### src/rtl/tournament_pkg.sv
// Shared types for the tournament predictor: history width,
// history type and the in-flight prediction record.
package tournament_pkg;

  localparam int TP_HIST_W = 12;

  typedef logic [TP_HIST_W-1:0] hist_t;

  typedef struct packed {
    hist_t idx;
    logic  lp;
    logic  gp;
    logic  final_pred;
  } tp_entry_t;

endpackage

### src/rtl/tournament_entry_fifo.sv
// Circular buffer of in-flight predictions.
// Flush beats push and pop; the occupancy count is registered.
module tournament_entry_fifo
  import tournament_pkg::*;
#(
  parameter int DEPTH = 8,
  parameter int PTR_W = $clog2(DEPTH),
  parameter int CNT_W = PTR_W + 1
) (
  input  logic             clock,
  input  logic             reset,
  input  logic             push_i,
  input  tp_entry_t        wdata_i,
  input  logic             pop_i,
  input  logic             flush_i,
  output tp_entry_t        rdata_o,
  output logic [CNT_W-1:0] count_o
);

  tp_entry_t        mem_q [DEPTH];
  tp_entry_t        mem_d [DEPTH];
  logic [PTR_W-1:0] head_q, head_d;
  logic [PTR_W-1:0] tail_q, tail_d;
  logic [CNT_W-1:0] count_q, count_d;
  logic             do_push, do_pop;

  assign do_push = push_i && (count_q < CNT_W'(DEPTH));
  assign do_pop  = pop_i && (count_q != '0);
  assign rdata_o = mem_q[head_q];
  assign count_o = count_q;

  // Next pointers, count and storage; flush empties the queue.
  always_comb begin
    mem_d   = mem_q;
    head_d  = head_q;
    tail_d  = tail_q;
    count_d = count_q;
    if (flush_i) begin
      head_d  = tail_q;
      count_d = '0;
    end else begin
      if (do_push) begin
        mem_d[tail_q] = wdata_i;
        tail_d        = tail_q + PTR_W'(1);
      end
      if (do_pop) begin
        head_d = head_q + PTR_W'(1);
      end
      count_d = count_q + CNT_W'(do_push) - CNT_W'(do_pop);
    end
  end

  // State registers; reset drops every entry.
  always_ff @(posedge clock) begin
    if (reset) begin
      head_q  <= '0;
      tail_q  <= '0;
      count_q <= '0;
    end else begin
      head_q  <= head_d;
      tail_q  <= tail_d;
      count_q <= count_d;
    end
    mem_q <= mem_d;
  end

endmodule

### src/rtl/tournament_history_tracker.sv
// Speculative GHR owner and choice-table trainer.
// Pushes predictions in order, trains at resolve, repairs GHR.
module tournament_history_tracker
  import tournament_pkg::*;
#(
  parameter int HIST_W = TP_HIST_W,
  parameter int DEPTH  = 8
) (
  input  logic                     clock,
  input  logic                     reset,
  input  logic                     pred_valid_i,
  output logic                     pred_ready_o,
  input  logic                     lp_pred_i,
  input  logic                     gp_pred_i,
  input  logic                     choice_i,
  input  logic                     resolve_valid_i,
  input  logic                     resolve_taken_i,
  output logic [HIST_W-1:0]        global_history_o,
  output logic                     upd_valid_o,
  output logic [HIST_W-1:0]        upd_idx_o,
  output logic                     upd_inc_o,
  output logic                     upd_dec_o,
  output logic                     mispredict_o,
  output logic                     resolve_err_o,
  output logic [$clog2(DEPTH):0]   count_o
);

  localparam int CNT_W = $clog2(DEPTH) + 1;

  logic [HIST_W-1:0] ghr_q, ghr_d;
  logic              uv_q, uv_d;
  logic [HIST_W-1:0] uidx_q, uidx_d;
  logic              inc_q, inc_d;
  logic              dec_q, dec_d;
  logic              mis_q, mis_d;
  logic              err_q, err_d;

  tp_entry_t         head;
  tp_entry_t         wdata;
  logic [CNT_W-1:0]  count;
  logic              final_pred;
  logic              res_hit;
  logic              miss;
  logic              push_ok;

  assign final_pred = choice_i ? gp_pred_i : lp_pred_i;
  assign pred_ready_o = count < CNT_W'(DEPTH);
  assign res_hit = resolve_valid_i && (count != '0);
  assign miss = res_hit && (head.final_pred != resolve_taken_i);
  assign push_ok = pred_valid_i && pred_ready_o && !miss;

  assign wdata.idx        = ghr_q;
  assign wdata.lp         = lp_pred_i;
  assign wdata.gp         = gp_pred_i;
  assign wdata.final_pred = final_pred;

  tournament_entry_fifo #(
    .DEPTH (DEPTH)
  ) u_fifo (
    .clock   (clock),
    .reset   (reset),
    .push_i  (push_ok),
    .wdata_i (wdata),
    .pop_i   (res_hit),
    .flush_i (miss),
    .rdata_o (head),
    .count_o (count)
  );

  // GHR update: repair on mispredict, else shift in new final.
  always_comb begin
    ghr_d = ghr_q;
    if (miss) begin
      ghr_d = {head.idx[HIST_W-2:0], resolve_taken_i};
    end else if (push_ok) begin
      ghr_d = {ghr_q[HIST_W-2:0], final_pred};
    end
  end

  // Training command and error pulse for the next cycle.
  always_comb begin
    uv_d   = res_hit;
    uidx_d = res_hit ? head.idx : '0;
    inc_d  = res_hit && (head.gp == resolve_taken_i)
                     && (head.lp != resolve_taken_i);
    dec_d  = res_hit && (head.lp == resolve_taken_i)
                     && (head.gp != resolve_taken_i);
    mis_d  = miss;
    err_d  = resolve_valid_i && (count == '0);
  end

  // Registers; reset clears history and any pending command.
  always_ff @(posedge clock) begin
    if (reset) begin
      ghr_q  <= '0;
      uv_q   <= 1'b0;
      uidx_q <= '0;
      inc_q  <= 1'b0;
      dec_q  <= 1'b0;
      mis_q  <= 1'b0;
      err_q  <= 1'b0;
    end else begin
      ghr_q  <= ghr_d;
      uv_q   <= uv_d;
      uidx_q <= uidx_d;
      inc_q  <= inc_d;
      dec_q  <= dec_d;
      mis_q  <= mis_d;
      err_q  <= err_d;
    end
  end

  assign global_history_o = ghr_q;
  assign upd_valid_o      = uv_q;
  assign upd_idx_o        = uidx_q;
  assign upd_inc_o        = inc_q;
  assign upd_dec_o        = dec_q;
  assign mispredict_o     = mis_q;
  assign resolve_err_o    = err_q;
  assign count_o          = count;

endmodule

### config.mk
export PLATFORM = sky130hd
export DESIGN_NAME = tournament_history_tracker
export DESIGN_NICKNAME = d
export VERILOG_FILES = /design/src/rtl/tournament_pkg.sv /design/src/rtl/tournament_entry_fifo.sv /design/src/rtl/tournament_history_tracker.sv
export SDC_FILE = /design/constraint.sdc
export NUM_CORES = 1
export LEC_CHECK = 0
export CAP_MARGIN = 20
export CORE_UTILIZATION = 49
export DETAILED_ROUTE_END_ITERATION = 10
export PLACE_DENSITY_LB_ADDON = 0.08
export SLEW_MARGIN = 0
export SYNTH_ARGS = -nofsm -noshare
export SYNTH_HDL_FRONTEND = slang
export SYNTH_SLANG_ARGS = --single-unit
### constraint.sdc
create_clock -name clock -period 4.9 [get_ports clock]
set_input_delay 0.98 -clock clock [delete_from_list [all_inputs] [get_ports clock]]
set_output_delay 0.98 -clock clock [all_outputs]
set_load 0.02 [all_outputs]
# Word level (Yosys, flattened, before mapping)
# Cells that the tools add are included.
classes:
  order_cmp: 4
  mux: 11
  reduce_logical: 20
  eq_ne: 5
  addsub: 4
  n_bitwise: 4
op_table:
  columns: ["operator", "n"]
  rows:
  - ["bitwise mux 120 bit", 1]
  - ["binary-select mux 15 bit (select 3 bit)", 1]
  - ["demux 15 bit (select 3 bit)", 1]
  - ["two-way mux 15 bit", 3]
  - ["two-way mux 12 bit", 2]
  - ["logical AND 1 bit", 12]
  - ["greater-or-equal comparator 4 bit (second input constant)", 2]
  - ["NOT 3 -> 4 bit", 2]
  - ["adder 3 x 1 -> 3 bit (second input constant)", 2]
  - ["two-way mux 3 bit", 2]
  - ["adder 4 x 1 -> 4 bit", 1]
  - ["logical NOT 4 bit", 1]
  - ["less-than comparator 4 x 1 -> 1 bit (second input constant)", 1]
  - ["less-than comparator 4 bit (second input constant)", 1]
  - ["nonzero test 2 bit", 2]
  - ["nonzero test 4 bit", 1]
  - ["OR reduction 2 bit", 2]
  - ["subtractor 4 x 1 -> 4 bit", 1]
  - ["!= test 1 bit", 3]
  - ["equality test 1 bit", 2]
  - ["NOT 1 bit", 2]
  - ["AND reduction 2 bit", 1]
  - ["logical NOT 1 bit", 1]
  - ["two-way mux 1 bit", 1]
totals:
  wordCells: 90
  output_inout_bits: 34
  regBits: 159

# Longest topological paths before layout
# Gate-level depths: netlist of the first run.
depth:
  word_depth: 11
  depth_mapped: 13
  ltp_nobuf: 12

# Modules after synthesis
# A second synthesis of the first run with hierarchy kept.
unflattened:
  hier_cells: 355
  area_unflattened_um2: 6409.9
modules_own_cells:
  columns: ["module", "instances", "cells_per_inst", "area_each_um2"]
  rows:
  - ["tournament_entry_fifo", 1, 250, 5252.5]
  - ["tournament_history_tracker", 1, 105, 1157.4]

# Worst setup path before layout of the first run
# No wires, ideal clock.
synth_timing:
  path_type: "flip-flop to flip-flop"
  from: "register u_fifo.count_q[3], in the netlist u_fifo.count_o[3]"
  to: "register u_fifo.mem_q[75] (netlist bit) (enable)"
  stages_incl_launch_ff: 10
  n_path_buf: 1
  arrival_ns: 3.397
  required_time_ns: 4.474
  path_slack_ns: 1.077
  path_cell_list: "dfxtp_1 inv_1 ha_1 or3b_4 nand2_4 inv_1 and4b_4 nor3_2 buf_4 nor4bb_1"
synth_lines:
  columns: ["item", "line", "source"]
  rows:
  - ["from (decl)", "tournament_entry_fifo.sv:24", "logic [CNT_W-1:0] count_q, count_d;"]
  - ["from (signal assigned)", "tournament_entry_fifo.sv:62", "count_q <= count_d;"]
  - ["less-than comparator 4 bit *", "tournament_history_tracker.sv:47", "assign pred_ready_o = count < CNT_W'(DEPTH);"]
  - ["named net pred_ready_o", "tournament_history_tracker.sv:12", "output logic pred_ready_o,"]
  - ["logical AND 1 bit (2 in a row)", "tournament_history_tracker.sv:50", "assign push_ok = pred_valid_i && pred_ready_o && !miss;"]
  - ["logical AND 1 bit *", "tournament_entry_fifo.sv:27", "assign do_push = push_i && (count_q < CNT_W'(DEPTH));"]
  - ["AND reduction 2 bit (no line) *", null, null]
  - ["to (signal assigned)", "tournament_entry_fifo.sv:64", "mem_q <= mem_d;"]
  - ["to (decl)", "tournament_entry_fifo.sv:20", "tp_entry_t mem_q [DEPTH];"]
# Mark *: on every way through the listed nets, which the timed path passes. The rest lies on a longest branch.
# A chain may end at the register's enable or synchronous reset.

# Final worst setup path of the first run
layout_timing:
  from: "register u_fifo.head_q[0]"
  to: "register u_fifo.mem_q[57] (netlist bit) (enable)"
layout_via:
  elab_chain_cells: 10
layout_rtl:
  columns: ["item", "line", "source"]
  rows:
  - ["from (decl)", "tournament_entry_fifo.sv:22", "logic [PTR_W-1:0] head_q, head_d;"]
  - ["from (signal assigned)", "tournament_entry_fifo.sv:56", "head_q <= '0;"]
  - ["from (signal assigned)", "tournament_entry_fifo.sv:60", "head_q <= head_d;"]
  - ["NOT 3 -> 4 bit (implied by the code) *", "tournament_entry_fifo.sv:29", "assign rdata_o = mem_q[head_q];"]
  - ["binary-select mux 15 bit (select 3 bit) *", "tournament_entry_fifo.sv:29", null]
  - ["two-way mux 15 bit (implied by the code) * (2 in a row)", "tournament_entry_fifo.sv:29", null]
  - ["!= test 1 bit *", "tournament_history_tracker.sv:49", "assign miss = res_hit && (head.final_pred != resolve_taken_i);"]
  - ["logical AND 1 bit *", "tournament_history_tracker.sv:49", null]
  - ["logical NOT 1 bit", "tournament_history_tracker.sv:50", null]
  - ["logical AND 1 bit", "tournament_history_tracker.sv:50", null]
  - ["logical AND 1 bit", "tournament_entry_fifo.sv:27", null]
  - ["AND reduction 2 bit (no line) *", null, null]
# Mark *: on every way between the ends. The rest lies on a longest branch, timed or not. The select of a mux whose other input is x is not followed.

==> flow_metrics.py, run 1 <==
metrics = {
    "run_status": {
        "outcome": "complete, no violations",
    },
    "synthesis": {
        "async_flop_share": 0,
        "ys_types": 51,
        "synth_largest_area_cell": "edfxtp_1",
        "synth_nets": 382,
        "ys_top_cells_by_area": "edfxtp_1 (56%), dfxtp_1 (12%), mux4_2 (9.9%), mux2i_1 (3.0%), mux2_2 (2.6%)",
        "yosys.area.top_type_share": 0.5640,
        "synth_cells": 366,
        "netlist_area_sq_um": 6389,
        "ys_seq_elements": 159,
        "avgSynthCellArea_sq_um": 17.46,
        "ys_seq_area_frac": 0.6863,
        "synth-edff-count": 120,
        "ys_warn_count": 0,
        "synth_ff_type": "edfxtp_1",
    },
    "route": {
        "dr.pass1.iters": 6,
        "postRouteAntennaNets": 0,
        "drt_iter0_markers": 237,
        "wirelength_mm": 13.26,
        "routed_via_density": 5.559,
        "via_count": 3302,
        "wl_per_cell_um": 22.31,
        "drcViolationCount": 0,
    },
    "timing": {
        "fin_tns_setup_ns": 0,
        "fin_crit_ns": 3.588,
        "whs_ns": 0.6243,
        "finalHoldViolCount": 0,
        "slew_headroom": 0.3854,
        "report.final.slew_viol_count": 0,
        "finalSetupViolations": 0,
        "worst_slew_pin_slew_ns": 0.9206,
        "period_share": 0.7323,
        "rsz0062_at_grt": "false",
        "finalClockSkew_ns": 0.007043,
        "fmax_ghz": 0.2787,
    },
    "clocking": {
        "path_clk_slew_ns": 0.06,
        "clkLatencyLatePin_ns": 0.42,
        "cts_root_buf": "clkbuf_16",
        "cts_tree": "done",
        "postCtsHoldBufs": 0,
        "cts_resized": 0,
        "cts-buffers-inserted": 17,
        "cts_setup_buffers": 0,
        "clock-sinks": 159,
        "cts_max_path_buffers": 2,
        "htreeDepth": 4,
    },
    "floorplan": {
        "die_w_um": 116.2,
        "die-height_um": 116.2,
        "start_util": 0.5042,
        "core_sq_um": 12670,
        "ios": 42,
        "rows": 41,
        "die_area_sq_um": 13500,
    },
    "place": {
        "place_congestion": 0.8075,
        "portBuffers": 41,
        "hpwl_mm": 8.556,
    },
    "setup_path": {
        "critical_path.max_fanout": 24,
        "max_stage_delay_ns": 0.84,
        "worstSetupEndpointType": "register",
        "slowest_stage": "dfxtp_2",
        "r2r_cells": 5,
        "critPathLaunchType": "register",
        "critical_path_required_ns": 4.94,
        "crit_type": "reg -> reg",
        "cp.arrival_ns": 3.63,
        "path_cells": "mux2i_1 -> a22oi_2 -> a21oi_2 -> nor3_2 -> and3_1",
    },
    "final_layout": {
        "area_delta_synth_final_pct": 18.06,
        "register_area_sq_um": 4385,
        "drive_gt1_frac": 0.2346,
        "finalNetCount": 425,
        "layout_commonest_cell": "edfxtp_1",
        "multi_input_area_sq_um": 1871,
        "fillers": 979,
        "diodes": 0,
        "final_cell_mix": "edfxtp_1 (120), clkdlybuf4s50_1 (41), dfxtp_1 (38), mux4_2 (28), mux2i_1 (19)",
    },
    "grt": {
        "grt_pass1_wl_mm": 20.55,
        "grt_max_degree": 29,
        "grt_pass1_vias": 3304,
        "antenna_found_initial": 0,
        "grtUsageTotal": 0.2219,
        "grt_overflow": 0,
    },
    "job": {
        "cap_violations": 0,
    },
    "power_and_ir_drop": {
        "power-per-cell-area_nw_per_um2": 569.4,
        "irDropWorstVdd_mv": 0.3290,
        "cellLeakagePower_uw": 0.002517,
        "power.total_uw": 4294,
    },
    "worst_hold_path": {
        "min_path_type": "reg -> reg",
        "hold_depth": 2,
    },
}
==> cells in the mapped netlist, drive strengths merged (2+ instances only) <==
library cell / number
edfxtp: 120
dfxtp: 39
mux4: 28
mux2i: 19
nor2: 18
mux2: 16
nor3: 15
buf: 13
a211oi: 11
clkbuf: 9
inv: 8
ha: 7
nand2: 7
nor3b: 6
and4b: 5
nor2b: 5
a21oi: 4
o21ai: 4
and3: 3
nand2b: 3
xnor2: 3
and3b: 2
nor4b: 2
o21bai: 2
==> routing by layer <==
metal / routed length (um) / global-route usage / vias to the layer above
met2: 6330 / 0.3484 / 81
li1: - / - / 1524
met4: 193 / 0.06923 / 0
met3: 666 / 0.04774 / 15
met1: 6064 / 0.3125 / 1682
met5: 0 / 0 / -
==> final cells by class <==
cell class              count  share of cell area
flip-flops and latches    159              0.5815
multi-input cells         177              0.2480
repair buffers             46             0.05939
clock buffers              17             0.05640
well taps                 172             0.02853
clock inverters            15             0.02223
inverters                   8            0.003981
==> worst paths after layout <==
kind	from	slack, ns	endpoint
max	u_fifo.head_q[0]	1.31	u_fifo.mem_q[57]
min reg2reg	u_fifo.count_o[0]	0.62	resolve_err_o
max reg2reg	u_fifo.head_q[0]	1.31	u_fifo.mem_q[57]
min	u_fifo.count_o[0]	0.62	resolve_err_o
==> cells by family after synthesis <==
family	after synthesis	share of synthesized area
flip-flops	159	0.6863
AND/OR/NAND/NOR	74	0.07384
multiplexers	63	0.1573
buffers and inverters	30	0.02330
AO/OA/AOI/OAI	28	0.03702
adder cells (fa/ha/maj)	8	0.01684
XOR/XNOR	4	0.005485
==> registers in the layout, summed over array words and instances (netlist names) <==
signal	cells
upd_inc_o	1
upd_idx_o	12
upd_dec_o	1
u_fifo.mem_q	120
u_fifo.count_o	4
u_fifo.head_q	3
resolve_err_o	1
u_fifo.tail_q	3
global_history_o	12
upd_valid_o	1
mispredict_o	1
==> per-stage QoR <==
stage / setup WS [ns] / instance area, sq um / instances / utilization
after detailed placement: 0.9851 / 6949 / 562 / 0.5484
after CTS: 1.212 / 7542 / 594 / 0.5952
after global placement: 1.084 / 6949 / 562 / 0.5484
final: 1.312 / 7542 / 594 / 0.5952
after global routing: 0.9963 / 7542 / 594 / 0.5952
after floorplan: 1.077 / 6389 / 366 / -
==> report_power, final <==
group	leakage, uW	switching, uW	internal [uW]
Sequential	0.00143	224	1690
Combinational	0.000798	554	515
Clock	0.000288	519	797
==> worst max-delay path, delay by kind of cell (launching register included) <==
family | cells | cell delay, ns
AND/OR/NAND/NOR | 2 | 1.49
flip-flops | 1 | 0.84
AO/OA/AOI/OAI | 2 | 0.65
multiplexers | 1 | 0.20
Note: power is estimated with default switching activity, not from simulation.
==> run 2: changes to the inputs <==
- clock period: 4.9 -> 3.3 ns (I/O delays scaled with it)
==> flow_metrics.py, run 2 (synthesis gave the netlist of run 1 again) <==
metrics = {
    "run_status": {
        "outcome": "complete, no violations",
    },
    "clocking": {
        "cts_root_buf": "clkbuf_16",
        "cts_tree": "done",
        "cts_max_path_buffers": 2,
        "htreeDepth": 4,
        "cts_setup_buffers": 0,
        "clkLatencyLatePin_ns": 0.42,
        "cts-buffers-inserted": 17,
        "postCtsHoldBufs": 0,
        "cts_resized": 0,
        "clock-sinks": 159,
        "path_clk_slew_ns": 0.06,
    },
    "grt": {
        "busiest_layer": "met2",
        "grt_overflow": 0,
        "antenna_found_initial": 0,
        "gr-usage-met3": 0.03477,
        "grt_max_degree": 19,
        "grt_pass1_vias": 3389,
        "grt_pass1_wl_mm": 19.55,
        "grtUsageMet1": 0.2853,
        "grtUsageTotal": 0.2057,
        "grt_util_met2": 0.3258,
    },
    "place": {
        "place_congestion": 0.7432,
        "hpwl_mm": 8.023,
        "portBuffers": 41,
    },
    "route": {
        "routed_via_density": 5.446,
        "wl_per_cell_um": 20.12,
        "drcViolationCount": 0,
        "postRouteAntennaNets": 0,
        "dr.pass1.iters": 5,
        "wirelength_mm": 12.36,
        "via_count": 3344,
        "drt_iter0_markers": 201,
    },
    "timing": {
        "finalSetupViolations": 0,
        "rsz0062_at_grt": "false",
        "finalClockSkew_ns": 0.009018,
        "fin_tns_setup_ns": 0,
        "fin_crit_ns": 2.684,
        "finalHoldViolCount": 0,
        "fmax_ghz": 0.3726,
        "slew_headroom": 0.6794,
        "period_share": 0.8133,
        "worst_slew_pin_slew_ns": 0.4809,
        "report.final.slew_viol_count": 0,
    },
    "floorplan": {
        "start_util": 0.5042,
        "ios": 42,
        "die-height_um": 116.2,
        "die_area_sq_um": 13500,
        "core_sq_um": 12670,
        "rows": 41,
        "die_w_um": 116.2,
    },
    "job": {
        "cap_violations": 0,
    },
    "final_layout": {
        "fillers": 964,
        "layout_commonest_cell": "edfxtp_1",
        "diodes": 0,
        "multi_input_area_sq_um": 1871,
        "largest_reg_flops": 120,
        "finalNetCount": 445,
        "drive_gt1_frac": 0.2692,
        "regMostFlops": "u_fifo.mem_q",
        "final_util": 0.6084,
        "area_delta_synth_final_pct": 20.66,
        "register_area_sq_um": 4385,
        "final_cell_mix": "edfxtp_1 (120), clkdlybuf4s50_1 (41), dfxtp_1 (38), mux4_2 (28), buf_4 (25)",
    },
    "setup_path": {
        "worstSetupEndpointType": "register",
        "critical_path.max_fanout": 15,
        "crit_type": "reg -> reg",
        "critical_path_required_ns": 3.40,
        "critPathLaunchType": "register",
        "cp.arrival_ns": 2.78,
    },
    "power_and_ir_drop": {
        "power_frac_comb": 0.262,
        "power.total_uw": 6392,
        "power_frac_seq": 0.426,
        "cellLeakagePower_uw": 0.002633,
        "power-per-cell-area_nw_per_um2": 829.2,
        "clkPwrFrac": 0.312,
        "irDropWorstVdd_mv": 0.5313,
        "p_int_uw": 4566,
        "switching_power_uw": 1826,
        "swShare": 0.2857,
    },
    "worst_hold_path": {
        "min_path_type": "reg -> reg",
    },
}
## run 2: area by class of cell
class	count	area share
timing repair buffer	66	0.07758
multi-input combinational	177	0.2427
inverter	8	0.003895
clock buffer	22	0.06152
clock inverter	10	0.01753
tap	172	0.02792
sequential	159	0.5689
## run 2: final timing paths
kind                                         end  slack [ns]  depth (start not counted)                 from
worst max-delay path            u_fifo.mem_q[85]        0.62                         10    u_fifo.count_o[3]
worst min-delay path             u_fifo.mem_q[4]        0.59                          1  global_history_o[1]
worst max register to register  u_fifo.mem_q[85]        0.62                         10    u_fifo.count_o[3]
worst min register to register   u_fifo.mem_q[4]        0.59                          1  global_history_o[1]
## run 2: power groups by stage
stage / clock (uW) / combinational [uW] / sequential, uW
floorplan: 0 / 1070 / 2800
global placement: 0 / 1660 / 2760
detailed placement: 0 / 1690 / 2770
CTS: 2020 / 1700 / 2730
global route: 2100 / 1820 / 2770
finish: 1990 / 1680 / 2730
## run 2: metrics by stage
step | worst slack, ns | area [sq um] | hold slack (ns) | std cells
3_5_place_dp | 0.4197 | 7099 | 0.5784 | 582
4_1_cts | 0.5857 | 7709 | 0.5891 | 614
3_3_place_gp | 0.5256 | 7099 | 0.5788 | 582
5_1_grt | 0.4515 | 7709 | 0.6146 | 614
6_report | 0.6161 | 7709 | 0.5929 | 614
2_1_floorplan | 0.04680 | 6395 | 0.5260 | 366
## run 2: worst max-delay path, stage by stage (launching register included)
cell and delay (ns):
dfxtp_1 0.31, inv_1 0.10, ha_1 0.16, or3b_4 0.41
nand2_4 0.13, inv_1 0.13, and4b_4 0.21, nor3_2 0.21
buf_4 0.19, nor4bb_4 0.21, buf_4 0.31
## run 2: layer usage
layer | part of all wire | vias up
met3 | 0.027 | 11
met5 | 0 | -
met1 | 0.47 | 1706
met4 | 0.014 | 0
met2 | 0.49 | 62
li1 | - | 1565
==> run 3: changes to the inputs <==
- clock period: 3.3 -> 2.3 ns (I/O delays scaled with it)
==> flow_metrics.py, run 3 (synthesis gave the netlist of run 1 again) <==
metrics = {
    "clocking": {
        "clkLatencyLatePin_ns": 0.41,
        "cts_tree": "done",
        "cts-buffers-inserted": 17,
        "postCtsHoldBufs": 0,
        "path_clk_slew_ns": 0.06,
        "cts_max_path_buffers": 2,
        "htreeDepth": 4,
        "cts_root_buf": "clkbuf_16",
        "clock-sinks": 159,
    },
    "setup_path": {
        "crit_type": "reg -> reg",
        "critical_path_required_ns": 2.59,
        "cp.arrival_ns": 2.59,
        "worstSetupEndpointType": "register",
        "critical_path.max_fanout": 3,
        "critPathLaunchType": "register",
    },
    "power_and_ir_drop": {
        "irDropWorstVdd_mv": 0.5704,
        "power_frac_comb": 0.294,
        "clkPwrFrac": 0.279,
        "power-per-cell-area_nw_per_um2": 1139,
        "cellLeakagePower_uw": 0.002723,
        "p_int_uw": 6415,
        "swShare": 0.2955,
        "switching_power_uw": 2691,
        "power_frac_seq": 0.426,
    },
    "final_layout": {
        "instances_no_fill": 632,
        "drive_gt1_frac": 0.3217,
        "layout_commonest_cell": "edfxtp_1",
        "fillers": 936,
        "register_area_sq_um": 4393,
        "area_delta_synth_final_pct": 25.19,
        "largest_reg_flops": 120,
        "diodes": 0,
        "regMostFlops": "u_fifo.mem_q",
        "multi_input_area_sq_um": 1917,
        "finalNetCount": 463,
        "final_cell_mix": "edfxtp_1 (120), clkdlybuf4s50_1 (41), dfxtp_1 (36), mux4_2 (28), buf_4 (26)",
    },
    "grt": {
        "grt_pass1_wl_mm": 20.39,
        "grt_max_degree": 28,
        "antenna_found_initial": 0,
        "grtUsageTotal": 0.2161,
        "grt_pass1_vias": 3520,
        "grt_overflow": 0,
    },
    "job": {
        "cap_violations": 0,
    },
    "timing": {
        "fin_ws_ns": 0.004967,
        "rsz0062_at_grt": "true",
        "finalSetupViolations": 0,
        "worst_slew_pin_slew_ns": 0.4737,
        "finalHoldViolCount": 0,
        "period_share": 0.9978,
        "fmax_ghz": 0.4357,
        "finalClockSkew_ns": 0.005834,
        "slew_headroom": 0.6842,
        "fin_crit_ns": 2.295,
        "report.final.slew_viol_count": 0,
    },
    "route": {
        "drt_iter0_markers": 227,
        "routed_via_density": 5.462,
        "postRouteAntennaNets": 0,
        "wl_per_cell_um": 20.72,
        "wirelength_mm": 13.09,
        "via_count": 3452,
        "dr.pass1.iters": 4,
        "drcViolationCount": 0,
    },
    "place": {
        "portBuffers": 41,
        "dpl_worst_slack_ns": -0.07854,
        "place_congestion": 0.7264,
        "hpwl_mm": 8.197,
        "dpl.cell_count": 597,
    },
    "floorplan": {
        "ios": 42,
        "die_area_sq_um": 13500,
        "core_sq_um": 12670,
        "start_util": 0.5042,
        "die-height_um": 116.2,
        "rows": 41,
        "die_w_um": 116.2,
    },
    "run_status": {
        "outcome": "complete, no violations",
    },
    "worst_hold_path": {
        "min_path_type": "reg -> reg",
    },
}
run 3: changes by cell type in the layout (fill, tap and decap cells not counted), sizes merged:
cell / delta
clkinv: +4
buf: +18
bufinv: -2
clkbuf: -2
run 3: area by class of cell:
class                   instances  area share
clock buffers                  20     0.05460
clock inverters                12     0.01173
inverters                       8    0.005006
multi-input cells             177      0.2397
flip-flops and latches        159      0.5493
well taps                     172     0.02691
repair buffers                 84      0.1128
run 3: metrics by stage:
step	TNS, ns	hold WS [ns]	area [sq um]	power (uW)	utilization
after floorplan	-10.01	0.5307	6447	5613	-
after global placement	-2.097	0.5831	7406	6560	0.5845
after global routing	-2.263	0.6342	7998	9538	0.6312
after detailed placement	-5.285	0.6017	7406	6613	0.5845
final	0	0.6064	7998	9106	0.6312
after CTS	-0.01556	0.6123	7956	9161	0.6279
run 3: path summary, 6_finish.rpt:
kind / endpoint / depth (start not counted) / slack, ns / startpoint
setup reg to reg: u_fifo.count_o[1] / 10 / 0.005 / u_fifo.count_o[2]
hold / removal: u_fifo.mem_q[56] / 0 / 0.61 / global_history_o[8]
setup / recovery: u_fifo.count_o[1] / 10 / 0.005 / u_fifo.count_o[2]
hold reg to reg: u_fifo.mem_q[56] / 0 / 0.61 / global_history_o[8]
run 3: layer usage:
layer  up-vias  global-route usage  part of all wire
met5         -                   0                 0
met4         0             0.08034             0.014
met3        13             0.04982             0.026
met2        69              0.3369              0.48
met1      1771              0.2988              0.48
li1       1599                   -                 -
run 3: power groups by stage:
| stage | Combinational, uW | Sequential, uW | Clock, uW |
|---|---|---|---|
| global placement | 2640 | 3920 | 0 |
| CTS | 2700 | 3880 | 2580 |
| detailed placement | 2670 | 3940 | 0 |
| finish | 2680 | 3880 | 2540 |
| floorplan | 1580 | 4030 | 0 |
| global route | 2910 | 3940 | 2700 |
run 3: repair_timing:
item | in CTS | in global routing
pin swaps | 1 | 0
setup buffers | 1 | 1
gates cloned | 0 | 1
setup endpoints to repair | 70 | 113
gates resized for setup | 3 | 11
run 3: worst max-delay path: stages, from the launching register on:
cell and delay, ns:
dfxtp_4 0.35, inv_4 0.06, ha_4 0.12, or3b_4 0.40, nand2_4 0.08, inv_4 0.04, and4b_4 0.18, nor3_4 0.14
ha_2 0.23, fa_2 0.42, nor3b_2 0.15
